[config.mk]
export PLATFORM = sky130hd
export DESIGN_NAME = imem_fetch
export DESIGN_NICKNAME = d
export VERILOG_FILES = /design/src/rtl/imem_fetch.sv
export SDC_FILE = /design/constraint.sdc
export NUM_CORES = 1
export LEC_CHECK = 0
export ABC_AREA = 1
export CORE_AREA = 2 2 205 207
export DETAILED_ROUTE_END_ITERATION = 16
export DIE_AREA = 0 0 207 209
export GPL_TIMING_DRIVEN = 0
export PLACE_DENSITY_LB_ADDON = 0.08
export SYNTH_ARGS = -nofsm -noshare
export SYNTH_HDL_FRONTEND = slang
export SYNTH_SLANG_ARGS = --single-unit
export TNS_END_PERCENT = 100
[constraint.sdc]
create_clock -name clk_clk -period 2.4 [get_ports clk_clk]
set_clock_uncertainty 0.2 [all_clocks]
set_input_delay 0.24 -clock clk_clk [delete_from_list [all_inputs] [get_ports clk_clk]]
set_output_delay 0.24 -clock clk_clk [all_outputs]
set_load 0.02 [all_outputs]
[src/rtl/imem_fetch.sv]
// Instruction fetch unit: reads a 1-cycle-latency on-chip instruction memory into a 2-entry FIFO.
// Optional performance counters are built only when IMEM_FETCH_PERF_EN is defined.
module imem_fetch #(
    parameter logic [31:0] RESET_PC = 32'h0000_0000
) (
    input  logic        clk_clk,
    input  logic        reset_reset,
    input  logic        redirect_valid,
    input  logic [31:0] redirect_pc,
    input  logic        halt_req,
    output logic        instr_valid,
    input  logic        instr_ready,
    output logic [31:0] instr_data,
    output logic [31:0] instr_pc,
    output logic [9:0]  imem_address,
    output logic        imem_chipselect,
    output logic        imem_clken,
    output logic        imem_write,
    output logic [31:0] imem_writedata,
    output logic [3:0]  imem_byteenable,
    output logic        imem_debugaccess,
    input  logic [31:0] imem_readdata,
    output logic [31:0] perf_fetch_count,
    output logic [31:0] perf_stall_count
);

    typedef enum logic [1:0] {
        StBoot,
        StRun,
        StHalted
    } state_t;

    state_t      state_q, state_d;
    logic [31:0] fetch_pc_q, fetch_pc_d;
    logic        resp_valid_q, resp_valid_d;
    logic [31:0] resp_pc_q, resp_pc_d;
    logic [1:0]  count_q, count_d;
    logic [31:0] pc0_q, pc0_d, pc1_q, pc1_d;
    logic [31:0] data0_q, data0_d, data1_q, data1_d;

    logic        head_valid;
    logic [31:0] head_pc;
    logic [31:0] head_data;
    logic        pop;
    logic        issue;
    logic        fifo_push;

    assign imem_write       = 1'b0;
    assign imem_writedata   = 32'h0000_0000;
    assign imem_byteenable  = 4'hF;
    assign imem_debugaccess = 1'b0;
    assign imem_clken       = 1'b1;

    // An empty FIFO forwards the arriving response directly so a read shows up the cycle after
    // issue; a redirect hides whatever is buffered in the same cycle.
    always_comb begin
        head_pc   = pc0_q;
        head_data = data0_q;
        if (count_q == 2'd0) begin
            head_pc   = resp_pc_q;
            head_data = imem_readdata;
        end
        head_valid = ((count_q != 2'd0) || resp_valid_q) && !redirect_valid && !reset_reset;
    end

    assign pop = head_valid && instr_ready;

    assign issue = !reset_reset && (state_q == StRun) && !halt_req && !redirect_valid &&
                   ((count_q + {1'b0, resp_valid_q}) < 2'd2);

    assign instr_valid     = head_valid;
    assign instr_pc        = head_valid ? head_pc : 32'h0000_0000;
    assign instr_data      = head_valid ? head_data : 32'h0000_0000;
    assign imem_chipselect = issue;
    assign imem_address    = reset_reset ? 10'd0 : fetch_pc_q[11:2];

    always_comb begin
        state_d = state_q;
        case (state_q)
            StBoot:   state_d = StRun;
            StRun:    if (halt_req && !resp_valid_q) state_d = StHalted;
            StHalted: if (!halt_req) state_d = StRun;
            default:  state_d = StBoot;
        endcase
    end

    always_comb begin
        fetch_pc_d   = fetch_pc_q;
        resp_valid_d = issue;
        resp_pc_d    = resp_pc_q;
        if (issue) begin
            fetch_pc_d = fetch_pc_q + 32'd4;
            resp_pc_d  = fetch_pc_q;
        end
        if (redirect_valid) begin
            fetch_pc_d   = redirect_pc & 32'hFFFF_FFFC;
            resp_valid_d = 1'b0;
        end
    end

    // A response consumed through the bypass is never written into the FIFO.
    always_comb begin
        pc0_d     = pc0_q;
        pc1_d     = pc1_q;
        data0_d   = data0_q;
        data1_d   = data1_q;
        count_d   = count_q;
        fifo_push = resp_valid_q && !((count_q == 2'd0) && pop);
        if (pop && (count_q != 2'd0)) begin
            pc0_d   = pc1_q;
            data0_d = data1_q;
            count_d = count_q - 2'd1;
        end
        if (fifo_push) begin
            if (count_d == 2'd0) begin
                pc0_d   = resp_pc_q;
                data0_d = imem_readdata;
            end else begin
                pc1_d   = resp_pc_q;
                data1_d = imem_readdata;
            end
            count_d = count_d + 2'd1;
        end
        if (redirect_valid) begin
            count_d = 2'd0;
        end
    end

    always_ff @(posedge clk_clk) begin
        if (reset_reset) begin
            state_q      <= StBoot;
            fetch_pc_q   <= RESET_PC & 32'hFFFF_FFFC;
            resp_valid_q <= 1'b0;
            resp_pc_q    <= 32'h0000_0000;
            count_q      <= 2'd0;
            pc0_q        <= 32'h0000_0000;
            pc1_q        <= 32'h0000_0000;
            data0_q      <= 32'h0000_0000;
            data1_q      <= 32'h0000_0000;
        end else begin
            state_q      <= state_d;
            fetch_pc_q   <= fetch_pc_d;
            resp_valid_q <= resp_valid_d;
            resp_pc_q    <= resp_pc_d;
            count_q      <= count_d;
            pc0_q        <= pc0_d;
            pc1_q        <= pc1_d;
            data0_q      <= data0_d;
            data1_q      <= data1_d;
        end
    end

`ifdef IMEM_FETCH_PERF_EN
    logic [31:0] fetch_cnt_q;
    logic [31:0] stall_cnt_q;

    always_ff @(posedge clk_clk) begin
        if (reset_reset) begin
            fetch_cnt_q <= 32'h0000_0000;
            stall_cnt_q <= 32'h0000_0000;
        end else begin
            if (pop) begin
                fetch_cnt_q <= fetch_cnt_q + 32'd1;
            end
            if (head_valid && !instr_ready) begin
                stall_cnt_q <= stall_cnt_q + 32'd1;
            end
        end
    end

    assign perf_fetch_count = fetch_cnt_q;
    assign perf_stall_count = stall_cnt_q;
`else
    assign perf_fetch_count = 32'h0000_0000;
    assign perf_stall_count = 32'h0000_0000;
`endif

endmodule

==> results of run 1 <==
## sequential cells by signal, indices dropped and copies added (netlist names)
signal / count
state_q: 2
data0_q: 32
pc0_q: 32
resp_pc_q: 30
resp_valid_q: 1
count_q: 2
fetch_pc_q: 30
pc1_q: 30
data1_q: 32
## power breakdown
part	total, W	internal [W]	leakage, nW	switching [W]
logic	0.00106	0.000451	5.00	0.000608
registers	0.00333	0.00325	1.55	0.0000821
clock network	0.00303	0.00175	0.286	0.00128
## worst paths after layout
path	end	slack, ns	start	cells after the start
setup / recovery	data0_q[9]	-0.12	count_q[0]	16
hold / removal	count_q[0]	0.06	reset_reset	4
setup reg to reg	data0_q[9]	-0.12	count_q[0]	16
hold reg to reg	pc1_q[2]	0.30	pc1_q[2]	2
## metal layers
layer,track usage,vias up
met5,0,-
met4,0.0473,0
met3,0.0246,45
met2,0.298,240
met1,0.233,4966
li1,-,5542
## per-stage QoR
step / hold slack [ns] / util / setup WS, ns / total power, W / cell area, µm²
floorplan: 0.175 / - / 0.0108 / 0.00399 / 10700
global placement: 0.243 / 0.308 / -1.04 / 0.00430 / 12700
detailed placement: 0.244 / 0.308 / -1.02 / 0.00430 / 12700
CTS: 0.0430 / 0.342 / -0.0819 / 0.00744 / 14100
global route: 0.0764 / 0.370 / -0.229 / 0.00773 / 15300
finish: 0.0615 / 0.370 / -0.121 / 0.00743 / 15300
## layout by cell type (no fill, tap or decap), drive strengths merged, types with 4 or more instances in the layout
master / instances
clkinv: 4
conb: 103
nor2: 331
inv: 76
a21oi: 98
dfxtp: 191
clkdlybuf4s50: 74
o21ai: 140
clkbuf: 74
nand3: 76
a211oi: 14
nand2: 459
buf: 262
bufinv: 4
nor3: 5
## final cells by class
class,instances,area [µm²],area share
Sequential cell,191,3830,0.251
Inverter,77,328,0.0215
Clock inverter,7,138,0.00902
Tap cell,539,674,0.0442
Timing Repair Buffer,197,2100,0.138
Clock buffer,22,454,0.0298
Multi-Input combinational cell,1252,6080,0.399
Buffer,193,1640,0.108
Timing Repair inverter,1,11.3,0.000738
## kinds of logic (layout without fill, tap and decap cells)
logic type,count (synthesis),in the layout
flops,191,191
xor+xnor,3,3
simple gates,878,879
buf+inv,274,497
fa+ha+maj,3,3
other cells,2,103
compound gates,264,264
## synth_stat cells
cell type,instances
nand3b_1,3
and2_1,3
nor2_4,2
nand3_2,1
xor2_1,3
a211oi_1,14
or2_2,1
o21ai_2,1
dfxtp_1,191
o21a_1,3
clkinv_1,1
inv_2,2
buf_1,11
buf_4,109
nor3_1,5
nor2_2,1
inv_1,74
o21bai_1,3
o211ai_1,2
nand2_1,457
a22oi_1,1
nor2_1,328
nand2_2,2
o21ai_1,11
a21oi_1,98
nand4_1,1
nand3_1,74
conb_1,2
ha_1,3
o21ai_0,128
clkbuf_1,55
buf_2,22
a31oi_1,3
## worst max-delay path, stage by stage, from the launching register on
cell and delay, ns:
dfxtp_2 0.34, inv_4 0.07, ha_4 0.19, inv_8 0.04, o21ai_4 0.20, buf_6 0.15
nor2_4 0.04, nand2_4 0.07, nand2_4 0.05, and2_4 0.14, inv_2 0.05, ha_4 0.16
buf_12 0.12, nand3_4 0.17, buf_8 0.22, o21ai_0 0.14, nor2_1 0.05
## what timing repair did
action	in CTS	in global routing
setup buffers	32	6
hold buffers	1	0
endpoints found under the setup margin	193	191
pin swaps	11	31
resized for setup	543	244
gates cloned	7	14
hold endpoints to repair	3	0
==> run metrics, run 1 <==
status complete, but fails checks; failing checks setup timing; Worst-path clk slew 0.07 ns; setup_tns -9.20 ns; Final Setup Violations 152; pin count of the biggest net entering global routing 17; number of synthesis warnings 0; Syn Std Cell Area 0.0102 mm²; WS Path Type flip-flop to flip-flop; Synth area leader dfxtp_1; H-tree depth 4; Final Hold Viols 0; vias 10793; critical path peak fanout 10; # DRC 0; post-synthesis mux area share 0; M1 WL 18800 µm; ANT nets after route 0; Detailed Place HPWL 27600 µm; Leakage Power 6.83 nW; DR vias/cell 4.35; Fillers 4445; WL/cell 16.2 µm; Pre-antenna DRT Iters 5; fmax 397 MHz; vias in the first global route 10034; Rows 75; Distinct cells, synth 33; core footprint 0.0413 mm²; DR iter-0 viols 507; post-synthesis adder-cell area fraction 0.00368; min cycle time layout 2.52 ns; Die Span Y 209 µm; Total GRT Usage 0.176; CTS tree built; Worst Tran Pin Value 0.940 ns; VDD IR max 479 µV; Chip Width 207 µm; largest family of logic cells by synthesized area simple AND/OR/NAND/NOR gates; highest routed layer met4; Final Max Slew Viols 0; top post-synthesis cells by area dfxtp_1 (38%), nand2_1 (17%), nor2_1 (12%), buf_4 (8.0%), o21ai_0 (6.3%); power density over cell area 487 mW/mm²; Starting Density 0.247; Skew-Pair Late Insertion Delay 0.45 ns; aggregate routed wire length 40000 µm; IO Count 248; crit end category flip-flop; WL met2 19000 µm; synthesized instance count 1615; maxcap violations 0; first-pass GRT wire length 59000 µm; Simple-Gate Fraction of Synth Area 0.338; Layout Nets 2002; worst hold path class primary input to flip-flop; RSZ-0062 raised after global routing yes; Synth Area in Compound Gates 0.136; die area 0.0433 mm²; placed cell count 2395; sequential area share after synthesis 0.375; post-synthesis share of cell area spent on xor and xnor gates 0.00258; Slew HR 0.373; flop and latch count out of synthesis 191; initial antenna violation count 0; number of inserted diodes 0; Critical Path AT 2.66 ns; clock buffer depth 2; Synth-to-Final Area Change 49.7%; CP Data Required Time 2.54 ns; Layout Cells excl Fill 2479; Routability Congestion 0.831; Root Buffer clkbuf_16; crit share post-route 1.05; total grt overflow 0; Synth top area share 0.375; Inserted Clock Buffers 17; crit start category flip-flop; post-synthesis area per instance 6.31 µm²; setup ws final -0.121 ns; fraction of layout cells with a size suffix above 1 0.234; clk sink count 191; port bufs 140; routed wl met3 1300 µm
Power figures use the tool's default switching activity.
==> inputs of run 2 (changes only) <==
--- a/config.mk
+++ b/config.mk
@@ -6,7 +6,9 @@
 export NUM_CORES = 1
 export LEC_CHECK = 0
 export ABC_AREA = 1
+export CAP_MARGIN = 20
 export CORE_AREA = 2 2 205 207
+export CTS_CLUSTER_DIAMETER = 120
 export DETAILED_ROUTE_END_ITERATION = 16
 export DIE_AREA = 0 0 207 209
 export GPL_TIMING_DRIVEN = 0
==> constraint.sdc (replaced) <==
create_clock -name clk_clk -period 2.4 [get_ports clk_clk]
set_clock_uncertainty 0.2 [all_clocks]
set_input_delay 0.24 -clock clk_clk [delete_from_list [all_inputs] [get_ports clk_clk]]
set_output_delay 0.24 -clock clk_clk [all_outputs]
set_load 0.1 [all_outputs]
==> run metrics, run 2 (synthesis results as in run 1) <==
most frequent cells in the layout nand2_1 (419), nor2_1 (305), dfxtp_1 (188); setup ws final -0.198 ns (-0.0768 ns); fmax 385 MHz (-3.0%); total grt overflow 0 (unchanged); Slew HR 0.365 (-0.00814); failing checks setup timing; Skew-Pair Late Insertion Delay 0.46 ns (about the same); RSZ-0062 raised after global routing yes; Final Max Slew Viols 0 (unchanged); # DRC 0 (unchanged); Root Buffer clkbuf_16; Layout Cells excl Fill 2509 (+1.2%); Final Setup Violations 187 (+23%); CP Data Required Time 2.59 ns (+0.05 ns); Layout Nets 2029 (+1.3%); crit end category flip-flop; fin area 0.0171 mm² (+12%); ANT nets after route 0 (unchanged); maxcap violations 0 (unchanged); Rows 75 (unchanged); commonest non-fill, non-tap cell in the layout nand2_1; clock buffer depth 2 (unchanged); vias in the first global route 10359 (+3.2%); number of inserted diodes 0 (unchanged); Pre-antenna DRT Iters 5 (unchanged); Leakage Power 7.48 nW (+9.5%); vias 10988 (+1.8%); Chip Width 207 µm (unchanged); Critical Path AT 2.78 ns (+0.12 ns); Detailed Place HPWL 27800 µm (+0.79%); Worst-path clk slew 0.08 ns (about the same); IO Count 248 (unchanged); worst slack at placement -1.43 ns (-0.410 ns); critical path peak fanout 7 (-3); Worst Tran Pin Value 0.952 ns (+0.0122 ns); WL/cell 16.5 µm (+2.2%); dpl cell area 0.0134 mm² (+5.2%); crit start category flip-flop; largest registers data0_q (32), data1_q (32), pc0_q (32); Die Span Y 209 µm (unchanged); WS Path Type flip-flop to flip-flop; DR vias/cell 4.38 (+0.59%); clk sink count 191 (unchanged); core footprint 0.0413 mm² (unchanged); fraction of layout cells with a size suffix above 1 0.294 (+0.0604); Routability Congestion 0.840 (+1.0%); pin count of the biggest net entering global routing 17 (unchanged); setup_tns -20.49 ns (-11.30 ns); port bufs 140 (unchanged); power density over cell area 464 mW/mm² (-4.6%); crit share post-route 1.08 (+0.0320); Starting Density 0.247 (unchanged); VDD IR max 464 µV (-3.1%); aggregate routed wire length 41400 µm (+3.4%); initial antenna violation count 0 (unchanged); min cycle time layout 2.60 ns (+0.0768 ns); placed cell count 2396 (+0.042%); first-pass GRT wire length 60500 µm (+2.6%); Synth-to-Final Area Change 68.1%; worst hold path class primary input to flip-flop; Inserted Clock Buffers 17 (unchanged); CTS tree built; Final Hold Viols 0 (unchanged); Total GRT Usage 0.180 (+0.00401); DR iter-0 viols 640 (+26%); die area 0.0433 mm² (unchanged); status complete, but fails checks; H-tree depth 4 (unchanged); Core Util, Final 0.415 (+0.0455)
==> run 2: cell count changes in the layout (fill, tap and decap cells not counted), sizes merged <==
| cell | delta |
|---|---|
| buf | +18 |
| bufinv | -3 |
| clkbuf | +14 |
| clkdlybuf4s50 | -10 |
| clkinv | +7 |
| clkinvlp | +2 |
| inv | +1 |
| nand2 | +1 |
==> run 2: final cells by class <==
class,count,area (µm²)
tap,539,674
fill,4277,24200
sequential,191,3830
inverter,77,319
clock buffer,19,443
timing repair buffer,225,3370
multi-input combinational,1253,6680
timing repair inverter,2,27.5
buffer,190,1680
clock inverter,13,116
==> run 2: stage by stage <==
step / power [W] / hold WS, ns
after floorplan: 0.00466 / 0.175
after global placement: 0.00497 / 0.260
after detailed placement: 0.00498 / 0.265
after CTS: 0.00792 / 0.0307
after global routing: 0.00824 / 0.0934
final: 0.00796 / 0.0575
==> run 2: path summary, 6_finish.rpt <==
path / from / to / slack, ns / depth (start not counted)
worst min-delay path: reset_reset / count_q[1] / 0.06 / 4
worst min register to register: state_q[0] / state_q[1] / 0.29 / 1
worst max register to register: count_q[0] / data1_q[28] / -0.20 / 16
worst max-delay path: count_q[0] / data1_q[28] / -0.20 / 16
==> run 2: critical path, stage by stage, from the launching register on <==
cell and delay (ns):
dfxtp_2 0.33, inv_2 0.08, ha_4 0.18, inv_8 0.05, o21ai_4 0.22, nor3_4 0.08, buf_6 0.14, nand2_2 0.06
and2_4 0.16, inv_4 0.04, ha_4 0.17, buf_4 0.14, nor2_4 0.13, buf_12 0.17, buf_8 0.13, o21ai_1 0.07
nor2_1 0.18
==> run 2: repair_timing <==
item / 4_1_cts / 5_1_grt
pin swaps: 14 / 100
hold buffers: 1 / 0
endpoints found under the hold margin: 3 / 0
resized for setup: 851 / 280
endpoints found under the setup margin: 203 / 200
buffers inserted: 37 / 24
cloned: 13 / 22
==> run 2: where the power goes <==
group | leakage [nW] | internal (W) | switching [W]
sequential | 1.55 | 0.00325 | 0.0000896
combinational | 5.66 | 0.000497 | 0.00128
clock | 0.269 | 0.00146 | 0.00138
==> run 2: metal layers <==
layer  up-vias  wire length, µm  track usage
met5         -                0            0
met1      5058            19000        0.240
met3        38             1580       0.0258
met2       273            20000        0.303
met4         0              828       0.0461
li1       5619                -            -
